==> src/rtl/display_scanner_pkg.sv <==
`default_nettype none
// ============================================================================
// Module      : display_pkg
// Description : Shared constants and helpers for the multiplexed 4-digit
//               seven-segment scanner.
// Revision    : 1.0 - initial release
// ============================================================================
package display_pkg;

    localparam int         NUM_DIGITS = 4;
    localparam logic [3:0] BLANK_CODE = 4'hF;
    localparam logic [3:0] ANODE_OFF  = 4'b1111;

    // A slot is dark when it and every more significant nibble are zero,
    // except the units digit and the decimal-point digit.
    function automatic logic is_blanked(
        input logic [15:0] snap,
        input logic [1:0]  k,
        input logic        blank_lz,
        input logic [1:0]  dot_pos
    );
        logic w_upper_zero;
        w_upper_zero = 1'b1;
        for (int i = 0; i < NUM_DIGITS; i++) begin
            if ((i >= int'(k)) && (snap[4*i +: 4] != 4'd0)) begin
                w_upper_zero = 1'b0;
            end
        end
        return blank_lz && (k != 2'd0) && (k != dot_pos) && w_upper_zero;
    endfunction

    function automatic logic [3:0] anode_onehot(input logic [1:0] k);
        return ~(4'b0001 << k);
    endfunction

endpackage
`default_nettype wire

==> src/rtl/display_scanner_if.sv <==
`default_nettype none
// ============================================================================
// Module      : display_scanner_if
// Description : Digit data / control in, decoder and anode drive out.
// Revision    : 1.0 - initial release
// ============================================================================
interface display_scanner_if;

    logic [15:0] digits;
    logic        blank_lz;
    logic        enable;
    logic [3:0]  bcd;
    logic        eight;
    logic [3:0]  an;
    logic [1:0]  digit_idx;

    modport master (
        output digits, blank_lz, enable,
        input  bcd, eight, an, digit_idx
    );

    modport slave (
        input  digits, blank_lz, enable,
        output bcd, eight, an, digit_idx
    );

endinterface
`default_nettype wire

==> src/rtl/display_scanner_prescaler.sv <==
`default_nettype none
// ============================================================================
// Module      : refresh_prescaler
// Description : Free-running divider producing one tick per digit slot.
// Revision    : 1.0 - initial release
// ============================================================================
module refresh_prescaler #(
    parameter int REFRESH_DIV = 100000
) (
    input  logic clk,
    input  logic reset,
    input  logic enable,
    output logic tick
);

    localparam int            CW     = $clog2(REFRESH_DIV);
    localparam logic [CW-1:0] c_last = CW'(REFRESH_DIV - 1);

    logic [CW-1:0] r_count;

    always_ff @(posedge clk) begin
        if (reset) begin
            r_count <= '0;
        end else if (enable) begin
            if (r_count == c_last) begin
                r_count <= '0;
            end else begin
                r_count <= r_count + 1'b1;
            end
        end
    end

    // Gated by enable so a disable on the terminal count suppresses the tick.
    assign tick = enable && (r_count == c_last);

endmodule
`default_nettype wire

==> src/rtl/display_scanner.sv <==
`default_nettype none
// ============================================================================
// Module      : display_scanner
// Description : Time-multiplexes four BCD digits onto one decoder with
//               frame-coherent snapshots and leading-zero blanking.
// Revision    : 1.0 - initial release
// ============================================================================
module display_scanner
    import display_pkg::*;
#(
    parameter int REFRESH_DIV = 100000,
    parameter int DOT_POS     = 3
) (
    input  logic              clk,
    input  logic              reset,
    display_scanner_if.slave  bus
);

    localparam logic [1:0] c_dot = 2'(DOT_POS);

    logic        w_tick;
    logic [1:0]  r_idx;
    logic [15:0] r_snap;
    logic        r_resume;
    logic [3:0]  r_bcd;
    logic [3:0]  r_an;
    logic        r_eight;

    logic [1:0]  w_sel_idx;
    logic [15:0] w_sel_snap;
    logic        w_blank;
    logic        w_update;

    refresh_prescaler #(
        .REFRESH_DIV (REFRESH_DIV)
    ) u_prescaler (
        .clk    (clk),
        .reset  (reset),
        .enable (bus.enable),
        .tick   (w_tick)
    );

    // Slot to present at the next edge; the snapshot is refreshed only when
    // a tick wraps the index back to digit 0.
    always_comb begin
        w_sel_idx  = r_idx;
        w_sel_snap = r_snap;
        if (w_tick) begin
            w_sel_idx = r_idx + 2'd1;
            if (w_sel_idx == 2'd0) begin
                w_sel_snap = bus.digits;
            end
        end
        w_blank  = is_blanked(w_sel_snap, w_sel_idx, bus.blank_lz, c_dot);
        w_update = w_tick || r_resume;
    end

    always_ff @(posedge clk) begin
        if (reset) begin
            r_idx    <= 2'd3;
            r_snap   <= 16'h0000;
            r_resume <= 1'b0;
            r_an     <= ANODE_OFF;
            r_bcd    <= BLANK_CODE;
            r_eight  <= 1'b0;
        end else if (!bus.enable) begin
            r_an     <= ANODE_OFF;
            r_bcd    <= BLANK_CODE;
            r_eight  <= 1'b0;
            r_resume <= 1'b1;
        end else if (w_update) begin
            r_idx    <= w_sel_idx;
            r_snap   <= w_sel_snap;
            r_resume <= 1'b0;
            r_an     <= anode_onehot(w_sel_idx);
            r_bcd    <= w_blank ? BLANK_CODE : w_sel_snap[{w_sel_idx, 2'b00} +: 4];
            r_eight  <= !w_blank && (w_sel_idx == c_dot);
        end
    end

    assign bus.bcd       = r_bcd;
    assign bus.eight     = r_eight;
    assign bus.an        = r_an;
    assign bus.digit_idx = r_idx;

endmodule
`default_nettype wire

==> src/flat_wrapper.sv <==
// flat-port wrapper written by rule: the top's interface ports become plain ports
module display_scanner_flat import display_pkg::*;
#(
    parameter int REFRESH_DIV = 100000,
    parameter int DOT_POS     = 3
)
  (clk, reset, bus_digits, bus_blank_lz, bus_enable, bus_bcd, bus_eight, bus_an, bus_digit_idx);
  display_scanner_if bus_i ();
  input  logic clk;
  input  logic reset;
  input wire logic [$bits(bus_i.digits)-1:0] bus_digits;
  input wire logic [$bits(bus_i.blank_lz)-1:0] bus_blank_lz;
  input wire logic [$bits(bus_i.enable)-1:0] bus_enable;
  output wire logic [$bits(bus_i.bcd)-1:0] bus_bcd;
  output wire logic [$bits(bus_i.eight)-1:0] bus_eight;
  output wire logic [$bits(bus_i.an)-1:0] bus_an;
  output wire logic [$bits(bus_i.digit_idx)-1:0] bus_digit_idx;
  assign bus_i.digits = bus_digits;
  assign bus_i.blank_lz = bus_blank_lz;
  assign bus_i.enable = bus_enable;
  assign bus_bcd = bus_i.bcd;
  assign bus_eight = bus_i.eight;
  assign bus_an = bus_i.an;
  assign bus_digit_idx = bus_i.digit_idx;
  display_scanner #(.REFRESH_DIV(REFRESH_DIV), .DOT_POS(DOT_POS)) u_core (.clk(clk), .reset(reset), .bus(bus_i));
endmodule
==> config.mk <==
export PLATFORM = sky130hd
export DESIGN_NAME = display_scanner_flat
export DESIGN_NICKNAME = d
export VERILOG_FILES = /design/src/rtl/display_scanner_pkg.sv /design/src/rtl/display_scanner_if.sv /design/src/rtl/display_scanner_prescaler.sv /design/src/rtl/display_scanner.sv /design/src/flat_wrapper.sv
export SDC_FILE = /design/constraint.sdc
export NUM_CORES = 1
export LEC_CHECK = 0
export BUFFER_PORTS_ARGS = -buffer_cell sky130_fd_sc_hd__clkbuf_2
export CELL_PAD_IN_SITES_DETAIL_PLACEMENT = 0
export CELL_PAD_IN_SITES_GLOBAL_PLACEMENT = 1
export CORE_ASPECT_RATIO = 0.5
export CORE_MARGIN = 2
export CORE_UTILIZATION = 42
export CTS_CLUSTER_SIZE = 28
export DETAILED_ROUTE_END_ITERATION = 12
export PLACE_DENSITY = 0.89
export SYNTH_ARGS = -nofsm -noshare
export SYNTH_HDL_FRONTEND = slang
export SYNTH_SLANG_ARGS = --single-unit
==> constraint.sdc <==
create_clock -name clk -period 2.7 [get_ports clk]
set_input_delay 0.27 -clock clk [delete_from_list [all_inputs] [get_ports clk]]
set_output_delay 0.27 -clock clk [all_outputs]
set_load 0.005 [all_outputs]
== Yosys cells after proc, flatten, opt, wreduce, memory -nomap -nowiden ==
Cells that the tools add are included.
Storage, ports and cells
  register bits after elaboration: 45
  bits of input ports: 20
  output and inout port bits: 11
  word-level logic and storage cells: 49
Cells by class
  equal/unequal tests: 4
  multiplexer cells: 11
  add/sub/neg operators: 2
  bitwise gates (word level): 2
  shift-type cells: 2
  magnitude comparators: 3
  reduce and logical (&&, ||, !) cells: 18
Operators with widths (number)
  16-bit two-way mux: 2
  17-bit by 1-bit adder with 17-bit output, second input constant: 1
  17-bit == test, second input constant: 1
  17-bit two-way mux: 1
  4-bit nonzero test: 4
  16-bit by 5-bit indexed part select with 4-bit output: 1
  1-bit logical AND: 8
  1-bit two-way mux: 6
  1-bit by 2-bit >= comparator with 1-bit output, first input constant: 2
  4-bit two-way mux: 1
  4-bit NOT: 1
  1-bit by 2-bit left shift with 4-bit output, first input constant: 1
  2-bit by 1-bit adder with 2-bit output, second input constant: 1
  2-bit == test, second input constant: 1
  2-bit >= comparator, first input constant: 1
  2-bit zero test: 1
  2-bit two-way mux: 1
  2-bit by 1-bit inequality test with 1-bit output, second input constant: 1
  2-bit inequality test, second input constant: 1
  2-bit AND reduction: 1
  2-bit nonzero test: 1
  2-bit OR reduction: 1
  1-bit zero test: 1
  1-bit logical OR: 1
  1-bit NOT: 1

== Longest topological paths before layout ==
Gate-level depths: netlist (run 1).
  depth in word-level cells: 13
  gate-level depth with buffers: 11
  gate-level depth less buffers: 8

== Hierarchy ==
A second synthesis (run 1) with hierarchy kept.
Unflattened totals
  cell total of the unflattened synthesis: 280
  area, all modules: 2285.9 sq um
Modules (own cells, without submodules)
  display_scanner: cells an instance 191, area an instance 1460.2 sq um, instances 1, seq. area each 560.5 sq um
  refresh_prescaler: cells an instance 89, area an instance 825.8 sq um, instances 1, seq. area each 340.3 sq um

== Worst setup path after synthesis (run 1) ==
Ideal clock, no wire load.
  path kind: reg2reg
  from: register u_core.u_prescaler.r_count[0]
  to: register u_core.r_bcd[0], in the netlist u_core.bus.bcd[0]
  cell stages (with the launch flop): 11
  setup slack: 0.392 ns
  clock period less this slack: 2.308 ns
  setup time: 0.122 ns
  data required time: 2.578 ns
  arrival: 2.186 ns
  path buffers: 2
  cells stage by stage: dfxtp_1 -> ha_1 -> and4b_1 -> and4_1 -> buf_6 -> and2_4 -> buf_6 -> mux2_4 -> a21oi_2 -> o21ai_2 -> o32a_1
Between the ends
  longest elaborated chain between the ends: 11
  elaborated cells between the ends (all ways): 26
  classes of those cells: 3 x order compare; 2 x eq/ne; 1 x shift; 7 x mux; 13 x reduce/logical
Ends and longest elaborated chain
  from (decl): RTL line display_scanner_prescaler.sv:19  | logic [CW-1:0] r_count;
  from (signal assigned): RTL line display_scanner_prescaler.sv:28  | r_count <= r_count + 1'b1;
  17-bit == test (*): RTL line display_scanner_prescaler.sv:34  | assign tick = enable && (r_count == c_last);
  1-bit logical AND (*): RTL line display_scanner_prescaler.sv:34
  2-bit two-way mux / 16-bit two-way mux (equally long branches): RTL line display_scanner.sv:48  | if (w_tick) begin
  1-bit by 2-bit >= comparator with 1-bit output / 4-bit nonzero test (equally long branches): RTL line display_scanner_pkg.sv:25  | if ((i >= int'(k)) && (snap[4*i +: 4] != 4'd0)) begin
  1-bit logical AND: RTL line display_scanner_pkg.sv:25
  1-bit two-way mux (4 in series): RTL line display_scanner_pkg.sv:25
  1-bit logical AND: RTL line display_scanner_pkg.sv:29  | return blank_lz && (k != 2'd0) && (k != dot_pos) && w_upper_zero;
  4-bit two-way mux: RTL line display_scanner.sv:76  | r_bcd <= w_blank ? BLANK_CODE : w_sel_snap[{w_sel_idx, 2'b00} +: 4];
  to (signal assigned): RTL line display_scanner.sv:76
  to (decl): RTL line display_scanner.sv:25  | logic [3:0] r_bcd;
Every way passes the cells marked *; elsewhere a longest branch is shown, timed or not.
A chain may end at the register's enable or synchronous reset.

== Final worst setup path (run 1) ==
  from: register u_core.u_prescaler.r_count[0]
  to: register u_core.r_bcd[3], in the netlist u_core.bus.bcd[3]
Same word-level chain as after synthesis.

==> results of run 1 <==
## flip-flops by register name, summed over array words and instances, names as in the netlist
signal,flops
u_core.bus.an,4
u_core.bus.bcd,4
u_core.r_resume,1
u_core.bus.digit_idx,2
u_core.r_snap,16
u_core.u_prescaler.r_count,17
u_core.bus.eight,1
## worst max-delay path by stage
stage / start / end / slack [ns] / depth (start not counted)
5_1_grt: u_core.u_prescaler.r_count[0] / u_core.bus.bcd[2] / 0.008 / 8
6_report: u_core.u_prescaler.r_count[0] / u_core.bus.bcd[3] / 0.14 / 8
4_1_cts: u_core.u_prescaler.r_count[0] / u_core.bus.bcd[2] / 0.16 / 8
2_1_floorplan: u_core.u_prescaler.r_count[0] / u_core.bus.bcd[0] / 0.39 / 10
3_3_place_gp: u_core.u_prescaler.r_count[0] / u_core.bus.bcd[2] / 0.33 / 8
3_5_place_dp: u_core.u_prescaler.r_count[0] / u_core.bus.bcd[3] / 0.21 / 8
## power by group
part	switching, W	internal, W	total (W)
logic	0.0000347	0.0000269	0.0000616
registers	0.00000721	0.000670	0.000677
clock network	0.000225	0.000203	0.000428
total	0.000267	0.000899	0.00117
## timing repair
item                       CTS  global route
hold buffers                 0             0
gates resized for setup      0             2
setup endpoints to repair    0             3
## through the flow
stage,cells,hold slack [ns],total power (W),instance area (um^2),utilization
floorplan,299,0.377,0.000721,2360,-
global placement,391,0.435,0.000751,2570,0.472
detailed placement,391,0.443,0.000753,2570,0.472
CTS,398,0.204,0.00118,2660,0.488
global route,398,0.216,0.00122,2670,0.490
finish,398,0.214,0.00117,2670,0.490
## area by class of cell
type,count,share of cell area
tap,73,0.0343
sequential,45,0.338
clock inverter,1,0.00282
multi-input combinational,233,0.512
clock buffer,6,0.0310
timing repair buffer,38,0.0789
inverter,2,0.00282
## logic make-up after synthesis
| kind of cell | after synthesis | share of synthesized area |
|---|---|---|
| XOR/XNOR | 15 | 0.0588 |
| AO/OA/AOI/OAI | 59 | 0.152 |
| AND/OR/NAND/NOR | 145 | 0.300 |
| buffers and inverters | 21 | 0.0439 |
| multiplexers | 12 | 0.0540 |
| adder cells (fa/ha/maj) | 2 | 0.0106 |
| flip-flops | 45 | 0.381 |
## placed cells by master (no fill, tap or decap), drive strengths merged, types with 3 or more instances in the layout
master,Yosys,routed
nand2b,5,5
and4,3,3
nand2,47,47
dfxtp,45,45
nand3,8,8
xor2,11,11
nor3,12,12
buf,7,8
xnor2,4,4
nand4,8,8
mux2,3,3
mux2i,9,9
o22ai,4,4
clkbuf,12,36
o21ai,13,13
nor4,7,7
or3,4,4
a21oi,26,26
nor2,33,33
nor2b,4,4
and2,3,3
## worst max-delay path, cell delays in order, from the launching register on
cell                      delay [ns]
sky130_fd_sc_hd__dfxtp_1        0.42
sky130_fd_sc_hd__ha_1           0.20
sky130_fd_sc_hd__and4b_1        0.20
sky130_fd_sc_hd__and4_1         0.40
sky130_fd_sc_hd__and2_4         0.30
sky130_fd_sc_hd__mux2_4         0.32
sky130_fd_sc_hd__a21oi_2        0.14
sky130_fd_sc_hd__o21ai_2        0.09
sky130_fd_sc_hd__o32a_1         0.37
## metal layers
layer,GRT usage,share of wire,vias to the layer above
met3,0.0503,0.052,11
met5,0,0,-
li1,-,-,1106
met4,0.0643,0.014,0
met1,0.264,0.48,1040
met2,0.319,0.46,46
==> flow_summary.html, run 1 <==
<table>
<tr><th>Metric</th><th>Value</th></tr>
<tr><th colspan="2">Timing</th></tr>
<tr><td>Smallest setup slack after layout</td><td>0.141 ns</td></tr>
<tr><td>Worst slew pin tran</td><td>0.500 ns</td></tr>
<tr><td>Accumulated negative setup slack</td><td>0 ns</td></tr>
<tr><td>Minimum period implied by the final worst setup slack</td><td>2.56 ns</td></tr>
<tr><td>Final setup violation count</td><td>0</td></tr>
<tr><td>RSZ-0062 raised after global routing</td><td>false</td></tr>
<tr><td>Headroom to the max-slew limit</td><td>0.666</td></tr>
<tr><td>Max-slew violation count</td><td>0</td></tr>
<tr><td>Final period utilization</td><td>0.948</td></tr>
<tr><td>Achievable frequency</td><td>391 MHz</td></tr>
<tr><td>Final Hold Vio Count</td><td>0</td></tr>
<tr><td>Setup Skew</td><td>0.00905 ns</td></tr>
<tr><th colspan="2">Global route</th></tr>
<tr><td>Global-route wire length before repair</td><td>9740 um</td></tr>
<tr><td>Total GRT Usage</td><td>0.199</td></tr>
<tr><td>Vias in the first global route</td><td>2093</td></tr>
<tr><td>Largest net degree at the start of global routing</td><td>24</td></tr>
<tr><td>Number of antenna violations at the first check in global routing</td><td>0</td></tr>
<tr><td>Remaining global-route overflow</td><td>0</td></tr>
<tr><th colspan="2">Critical path</th></tr>
<tr><td>Worst R2R Start</td><td>u_core.u_prescaler.r_count[0]</td></tr>
<tr><td>Worst path arrival time</td><td>2.74 ns</td></tr>
<tr><td>Number of cells on the worst reg-to-reg path</td><td>8</td></tr>
<tr><td>Terminus of the critical flop-to-flop path</td><td>u_core.bus.bcd[3]</td></tr>
<tr><td>Crit path capture type</td><td>flop</td></tr>
<tr><td>Maximum net fanout on the critical path</td><td>13</td></tr>
<tr><td>Worst Path Required</td><td>2.88 ns</td></tr>
<tr><td>Kind of critical path</td><td>reg2reg</td></tr>
<tr><td>Startpoint Class</td><td>flop</td></tr>
<tr><td>Reg2Reg Setup Slack</td><td>0.14 ns</td></tr>
<tr><th colspan="2">Route</th></tr>
<tr><td>Average via count per standard cell</td><td>5.54</td></tr>
<tr><td>Final Routed Wirelength</td><td>5810 um</td></tr>
<tr><td>DRC violation count after routing</td><td>0</td></tr>
<tr><td>Antenna viol nets, final</td><td>0</td></tr>
<tr><td>Total via count in the routed design</td><td>2203</td></tr>
<tr><td>Per-cell routed wire length</td><td>14.6 um</td></tr>
<tr><td>Detailed Routing Iterations Pass 1</td><td>4</td></tr>
<tr><td>DRC violation total after the first TritonRoute iteration</td><td>115</td></tr>
<tr><th colspan="2">Clocking</th></tr>
<tr><td>Clock root buffer</td><td>sky130_fd_sc_hd__clkbuf_8</td></tr>
<tr><td>Longest Clk Path Bufs</td><td>2</td></tr>
<tr><td>Clock edge transition at the registers on the reported setup and hold paths</td><td>0.08 ns</td></tr>
<tr><td>Post-CTS setup buffer count</td><td>0</td></tr>
<tr><td>Num Clock Sinks</td><td>45</td></tr>
<tr><td>CTS tree</td><td>yes</td></tr>
<tr><td>CTS H-tree depth</td><td>2</td></tr>
<tr><td>Clock Latency Late Sink</td><td>0.30 ns</td></tr>
<tr><td>Clock buffer count from CTS</td><td>5</td></tr>
<tr><th colspan="2">Floorplan</th></tr>
<tr><td>Effective utilization at floorplan</td><td>0.434</td></tr>
<tr><td>Die Ht</td><td>57.0 um</td></tr>
<tr><td>Overall die width</td><td>110 um</td></tr>
<tr><td>Die footprint</td><td>6280 um^2</td></tr>
<tr><td>Placeable core region</td><td>5440 um^2</td></tr>
<tr><td>Site Rows</td><td>19</td></tr>
<tr><td>Ports</td><td>31</td></tr>
<tr><th colspan="2">Final layout</th></tr>
<tr><td>Nets@finish</td><td>347</td></tr>
<tr><td>Sequential standard cell area</td><td>901 um^2</td></tr>
<tr><td>Area of the multi-input gates</td><td>1370 um^2</td></tr>
<tr><td>Synth-to-Final Area Change</td><td>12.8%</td></tr>
<tr><td>Fraction of layout cells with a size suffix above 1</td><td>0.175</td></tr>
<tr><td>Final antenna diode count</td><td>0</td></tr>
<tr><td># fillers</td><td>538</td></tr>
<tr><th colspan="2">Hold path</th></tr>
<tr><td>Worst min-delay path startpoint</td><td>bus_digits[1]</td></tr>
<tr><td>Worst hold-check path type</td><td>in2reg</td></tr>
<tr><td>Worst Hold Path EP</td><td>u_core.r_snap[1]</td></tr>
<tr><td>Worst hold path cell count</td><td>3</td></tr>
<tr><th colspan="2">Outcome</th></tr>
<tr><td>Outcome</td><td>completed</td></tr>
<tr><th colspan="2">Logic synthesis</th></tr>
<tr><td>Most common cell in the synthesized netlist</td><td>sky130_fd_sc_hd__nand2_1</td></tr>
<tr><td>Post-synth net total</td><td>321</td></tr>
<tr><td>Post-synthesis sequential area ratio</td><td>0.381</td></tr>
<tr><td>Cell count after synthesis</td><td>299</td></tr>
<tr><td>Count of flip-flops with a built-in enable after synthesis</td><td>0</td></tr>
<tr><td>Post-synth top area share</td><td>0.381</td></tr>
<tr><td>Cell type with the highest aggregate area in the netlist</td><td>sky130_fd_sc_hd__dfxtp_1</td></tr>
<tr><td>Async set-reset flop share out of synthesis</td><td>0</td></tr>
<tr><td>Post-synthesis register bit count</td><td>45</td></tr>
<tr><td>Synth top cells by count</td><td>sky130_fd_sc_hd__nand2_1, sky130_fd_sc_hd__dfxtp_1, sky130_fd_sc_hd__nor2_1, sky130_fd_sc_hd__a21oi_1</td></tr>
<tr><td>Netlist area before placement</td><td>2360 um^2</td></tr>
<tr><td>Cell types occupying the most area after synthesis</td><td>sky130_fd_sc_hd__dfxtp_1, sky130_fd_sc_hd__nand2_1, sky130_fd_sc_hd__a21oi_1</td></tr>
<tr><td>Mean area per synthesized cell</td><td>7.90 um^2</td></tr>
<tr><td>Post-synthesis cell type count</td><td>49</td></tr>
<tr><td>Total number of yosys warnings</td><td>0</td></tr>
<tr><td>Predominant post-synthesis flop cell</td><td>sky130_fd_sc_hd__dfxtp_1</td></tr>
<tr><th colspan="2">Pwr</th></tr>
<tr><td>Pwr dens</td><td>438 nW/um^2</td></tr>
<tr><td>Leakage power</td><td>0.999 nW</td></tr>
<tr><td>Largest vdd supply drop</td><td>0.000200 V</td></tr>
<tr><th colspan="2">Placed design</th></tr>
<tr><td>Worst slack at placement</td><td>0.214 ns</td></tr>
<tr><td>Post-DP HPWL</td><td>4240 um</td></tr>
<tr><td>GPL Wtd Cong</td><td>0.846</td></tr>
<tr><td>Number of buffer cells added on primary ports</td><td>30</td></tr>
<tr><th colspan="2">Run</th></tr>
<tr><td>Max-cap violations</td><td>0</td></tr>
</table>
Note: power is estimated with default switching activity, not from simulation.
==> run 2, diff against run 1 <==
- CELL_PAD_IN_SITES_DETAIL_PLACEMENT: 0 -> 1
==> run 2 against run 1 <==
  * Routed wire length rose by 19%
  * Clock power is 6.3% higher
  * Final cell count grew 0.25%
  * Critical endpoint is now u_core.bus.bcd[2]
  * Die area unchanged
  * Global-route usage up 4.0 points
  * Worst hold slack got worse by 0.013 ns
  * Sequential share of layout area shrank 0.095 points
==> flow_summary.html, run 2 (synthesis gave the netlist of run 1 again) <==
<table>
<tr><th>Metric</th><th>Value</th></tr>
<tr><th colspan="2">Outcome</th></tr>
<tr><td>Outcome</td><td>completed</td></tr>
<tr><th colspan="2">Clocking</th></tr>
<tr><td>Clock Latency Late Sink</td><td>0.30 ns</td></tr>
<tr><td>Post-CTS setup buffer count</td><td>0</td></tr>
<tr><td>Num Clock Sinks</td><td>45</td></tr>
<tr><td>CTS H-tree depth</td><td>2</td></tr>
<tr><td>Post-CTS sizing</td><td>0</td></tr>
<tr><td>CTS tree</td><td>yes</td></tr>
<tr><td>Longest Clk Path Bufs</td><td>2</td></tr>
<tr><td>Clock buffer count from CTS</td><td>5</td></tr>
<tr><td>Clock root buffer</td><td>sky130_fd_sc_hd__clkbuf_8</td></tr>
<tr><td>Cts hold-fix bufs</td><td>0</td></tr>
<tr><td>Clock edge transition at the registers on the reported setup and hold paths</td><td>0.09 ns</td></tr>
<tr><th colspan="2">Final layout</th></tr>
<tr><td>Final antenna diode count</td><td>0</td></tr>
<tr><td>Synth-to-Final Area Change</td><td>13.1%</td></tr>
<tr><td>Nets@finish</td><td>347</td></tr>
<tr><td>Final Non-Filler Cells</td><td>399</td></tr>
<tr><td>Fraction of layout cells with a size suffix above 1</td><td>0.181</td></tr>
<tr><td>Most common cell after layout, fill and taps aside</td><td>sky130_fd_sc_hd__nand2_1</td></tr>
<tr><td>Final core area utilization</td><td>0.491</td></tr>
<tr><td>Register with the most flip-flops</td><td>u_core.u_prescaler.r_count</td></tr>
<tr><td>Top Registers</td><td>u_core.u_prescaler.r_count x17, u_core.r_snap x16</td></tr>
<tr><td>Most used cells in the layout excluding fill and tap cells</td><td>sky130_fd_sc_hd__nand2_1, sky130_fd_sc_hd__dfxtp_1, sky130_fd_sc_hd__nor2_1</td></tr>
<tr><td>Flip-flop count of the largest register, all copies and words added</td><td>17</td></tr>
<tr><th colspan="2">Global route</th></tr>
<tr><td>Number of antenna violations at the first check in global routing</td><td>0</td></tr>
<tr><td>Total GRT Usage</td><td>0.238</td></tr>
<tr><td>Global-route wire length before repair</td><td>11600 um</td></tr>
<tr><td>Remaining global-route overflow</td><td>0</td></tr>
<tr><td>Vias in the first global route</td><td>2424</td></tr>
<tr><td>Largest net degree at the start of global routing</td><td>24</td></tr>
<tr><th colspan="2">Timing</th></tr>
<tr><td>Worst slew pin tran</td><td>0.505 ns</td></tr>
<tr><td>Final setup violation count</td><td>0</td></tr>
<tr><td>Final period utilization</td><td>0.927</td></tr>
<tr><td>Accumulated negative setup slack</td><td>0 ns</td></tr>
<tr><td>Minimum period implied by the final worst setup slack</td><td>2.50 ns</td></tr>
<tr><td>RSZ-0062 raised after global routing</td><td>false</td></tr>
<tr><td>Setup Skew</td><td>0.00509 ns</td></tr>
<tr><td>Headroom to the max-slew limit</td><td>0.663</td></tr>
<tr><td>Achievable frequency</td><td>400 MHz</td></tr>
<tr><td>Max-slew violation count</td><td>0</td></tr>
<tr><td>Final Hold Vio Count</td><td>0</td></tr>
<tr><th colspan="2">Critical path</th></tr>
<tr><td>Count of cell instances traversed by the critical path</td><td>8</td></tr>
<tr><td>Worst path arrival time</td><td>2.70 ns</td></tr>
<tr><td>Startpoint Class</td><td>flop</td></tr>
<tr><td>Kind of critical path</td><td>reg2reg</td></tr>
<tr><td>Buffers plus inverters on the worst setup path</td><td>0</td></tr>
<tr><td>Crit path largest cell delay</td><td>0.44 ns</td></tr>
<tr><td>Cell family with most CP delay</td><td>simple AND/OR/NAND/NOR gates</td></tr>
<tr><td>Worst Path Required</td><td>2.90 ns</td></tr>
<tr><td>Cell at the slowest stage of the critical path</td><td>sky130_fd_sc_hd__dfxtp_1</td></tr>
<tr><td>Number of cells on the worst reg-to-reg path</td><td>8</td></tr>
<tr><td>List of cells traversed by the critical path</td><td>ha_1 &gt; and4b_1 &gt; and4_2 &gt; and3_1 &gt; mux2i_2 &gt; mux2i_1 &gt; a32o_1 &gt; o22a_1</td></tr>
<tr><td>Maximum net fanout on the critical path</td><td>8</td></tr>
<tr><td>Crit path capture type</td><td>flop</td></tr>
<tr><td>Reg2Reg Setup Slack</td><td>0.20 ns</td></tr>
<tr><th colspan="2">Pwr</th></tr>
<tr><td>Sw Share</td><td>0.244</td></tr>
<tr><td>Pwr dens</td><td>448 nW/um^2</td></tr>
<tr><td>Net Sw Power</td><td>0.000292 W</td></tr>
<tr><td>Combinational group share of total power</td><td>0.053</td></tr>
<tr><td>Leakage power</td><td>1.01 nW</td></tr>
<tr><td>Clock network power share</td><td>0.380</td></tr>
<tr><td>Largest vdd supply drop</td><td>0.000214 V</td></tr>
<tr><td>Sequential cell fraction of total power</td><td>0.566</td></tr>
<tr><td>Internal power summed over all cells</td><td>0.000905 W</td></tr>
<tr><th colspan="2">Floorplan</th></tr>
<tr><td>Site Rows</td><td>19</td></tr>
<tr><td>Ports</td><td>31</td></tr>
<tr><td>Overall die width</td><td>110 um</td></tr>
<tr><td>Die footprint</td><td>6280 um^2</td></tr>
<tr><td>Placeable core region</td><td>5440 um^2</td></tr>
<tr><td>Effective utilization at floorplan</td><td>0.434</td></tr>
<tr><td>Die Ht</td><td>57.0 um</td></tr>
<tr><th colspan="2">Placed design</th></tr>
<tr><td>GPL Wtd Cong</td><td>0.846</td></tr>
<tr><td>Placed instance count</td><td>391</td></tr>
<tr><td>Post-DP HPWL</td><td>5140 um</td></tr>
<tr><td>Number of buffer cells added on primary ports</td><td>30</td></tr>
<tr><th colspan="2">Hold path</th></tr>
<tr><td>Worst hold path cell count</td><td>3</td></tr>
<tr><td>Worst hold-check path type</td><td>in2reg</td></tr>
<tr><th colspan="2">Route</th></tr>
<tr><td>Final Routed Wirelength</td><td>6900 um</td></tr>
<tr><td>Antenna viol nets, final</td><td>0</td></tr>
<tr><td>DRC violation count after routing</td><td>0</td></tr>
<tr><td>Average via count per standard cell</td><td>5.76</td></tr>
<tr><td>Total via count in the routed design</td><td>2299</td></tr>
<tr><td>Per-cell routed wire length</td><td>17.3 um</td></tr>
<tr><td>DRC violation total after the first TritonRoute iteration</td><td>75</td></tr>
<tr><td>Detailed Routing Iterations Pass 1</td><td>4</td></tr>
<tr><th colspan="2">Run</th></tr>
<tr><td>Max-cap violations</td><td>0</td></tr>
</table>
==> run 2: cell count changes in the layout (fill, tap and decap cells not counted), sizes merged <==
cell      previous run  this run
clkinv               1         3
clkinvlp             1         0
==> run 2: worst paths after layout <==
path,to,start
min,u_core.r_snap[2],bus_digits[2]
min reg2reg,u_core.bus.an[3],u_core.bus.an[3]
max reg2reg,u_core.bus.bcd[2],u_core.u_prescaler.r_count[1]
max,u_core.bus.bcd[2],u_core.u_prescaler.r_count[1]
==> run 2: through the flow <==
stage	setup WS, ns	hold slack, ns	power [W]	instance area, um^2
floorplan	0.392	0.377	0.000721	2360
global placement	0.330	0.435	0.000751	2570
detailed placement	0.140	0.443	0.000756	2570
CTS	0.0295	0.197	0.00120	2670
global route	0.0487	0.207	0.00124	2670
finish	0.197	0.202	0.00120	2670
==> run 2: cell type report <==
| type | count | area [um^2] |
|---|---|---|
| Clock buffer | 6 | 82.6 |
| Multi-Input combinational cell | 233 | 1370 |
| Sequential cell | 45 | 901 |
| Fill cell | 690 | 2770 |
| Inverter | 2 | 7.51 |
| Timing Repair Buffer | 38 | 210 |
| Clock inverter | 2 | 13.8 |
| Tap cell | 73 | 91.3 |
==> run 2: worst register-to-register path: stages (launching register included) <==
cell	delay, ns
sky130_fd_sc_hd__dfxtp_1	0.44
sky130_fd_sc_hd__ha_1	0.20
sky130_fd_sc_hd__and4b_1	0.20
sky130_fd_sc_hd__and4_2	0.35
sky130_fd_sc_hd__and3_1	0.29
sky130_fd_sc_hd__mux2i_2	0.37
sky130_fd_sc_hd__mux2i_1	0.12
sky130_fd_sc_hd__a32o_1	0.24
sky130_fd_sc_hd__o22a_1	0.18
==> run 2: power groups by stage <==
stage                     sequential, W  clock (W)  combinational (W)
after floorplan                0.000690          0          0.0000307
after global placement         0.000692          0          0.0000597
after detailed placement       0.000693          0          0.0000624
after CTS                      0.000678   0.000463          0.0000639
after global routing           0.000679   0.000493          0.0000712
final                          0.000677   0.000455          0.0000639
==> run 2: routing by layer <==
| metal | routed length (um) | vias up | global-route usage | part of all wire |
|---|---|---|---|---|
| li1 | - | 1107 | - | - |
| met1 | 2950 | 1126 | 0.302 | 0.43 |
| met2 | 3500 | 52 | 0.408 | 0.51 |
| met3 | 330 | 14 | 0.0549 | 0.048 |
| met4 | 116 | 0 | 0.0732 | 0.017 |
| met5 | 0 | - | 0 | 0 |
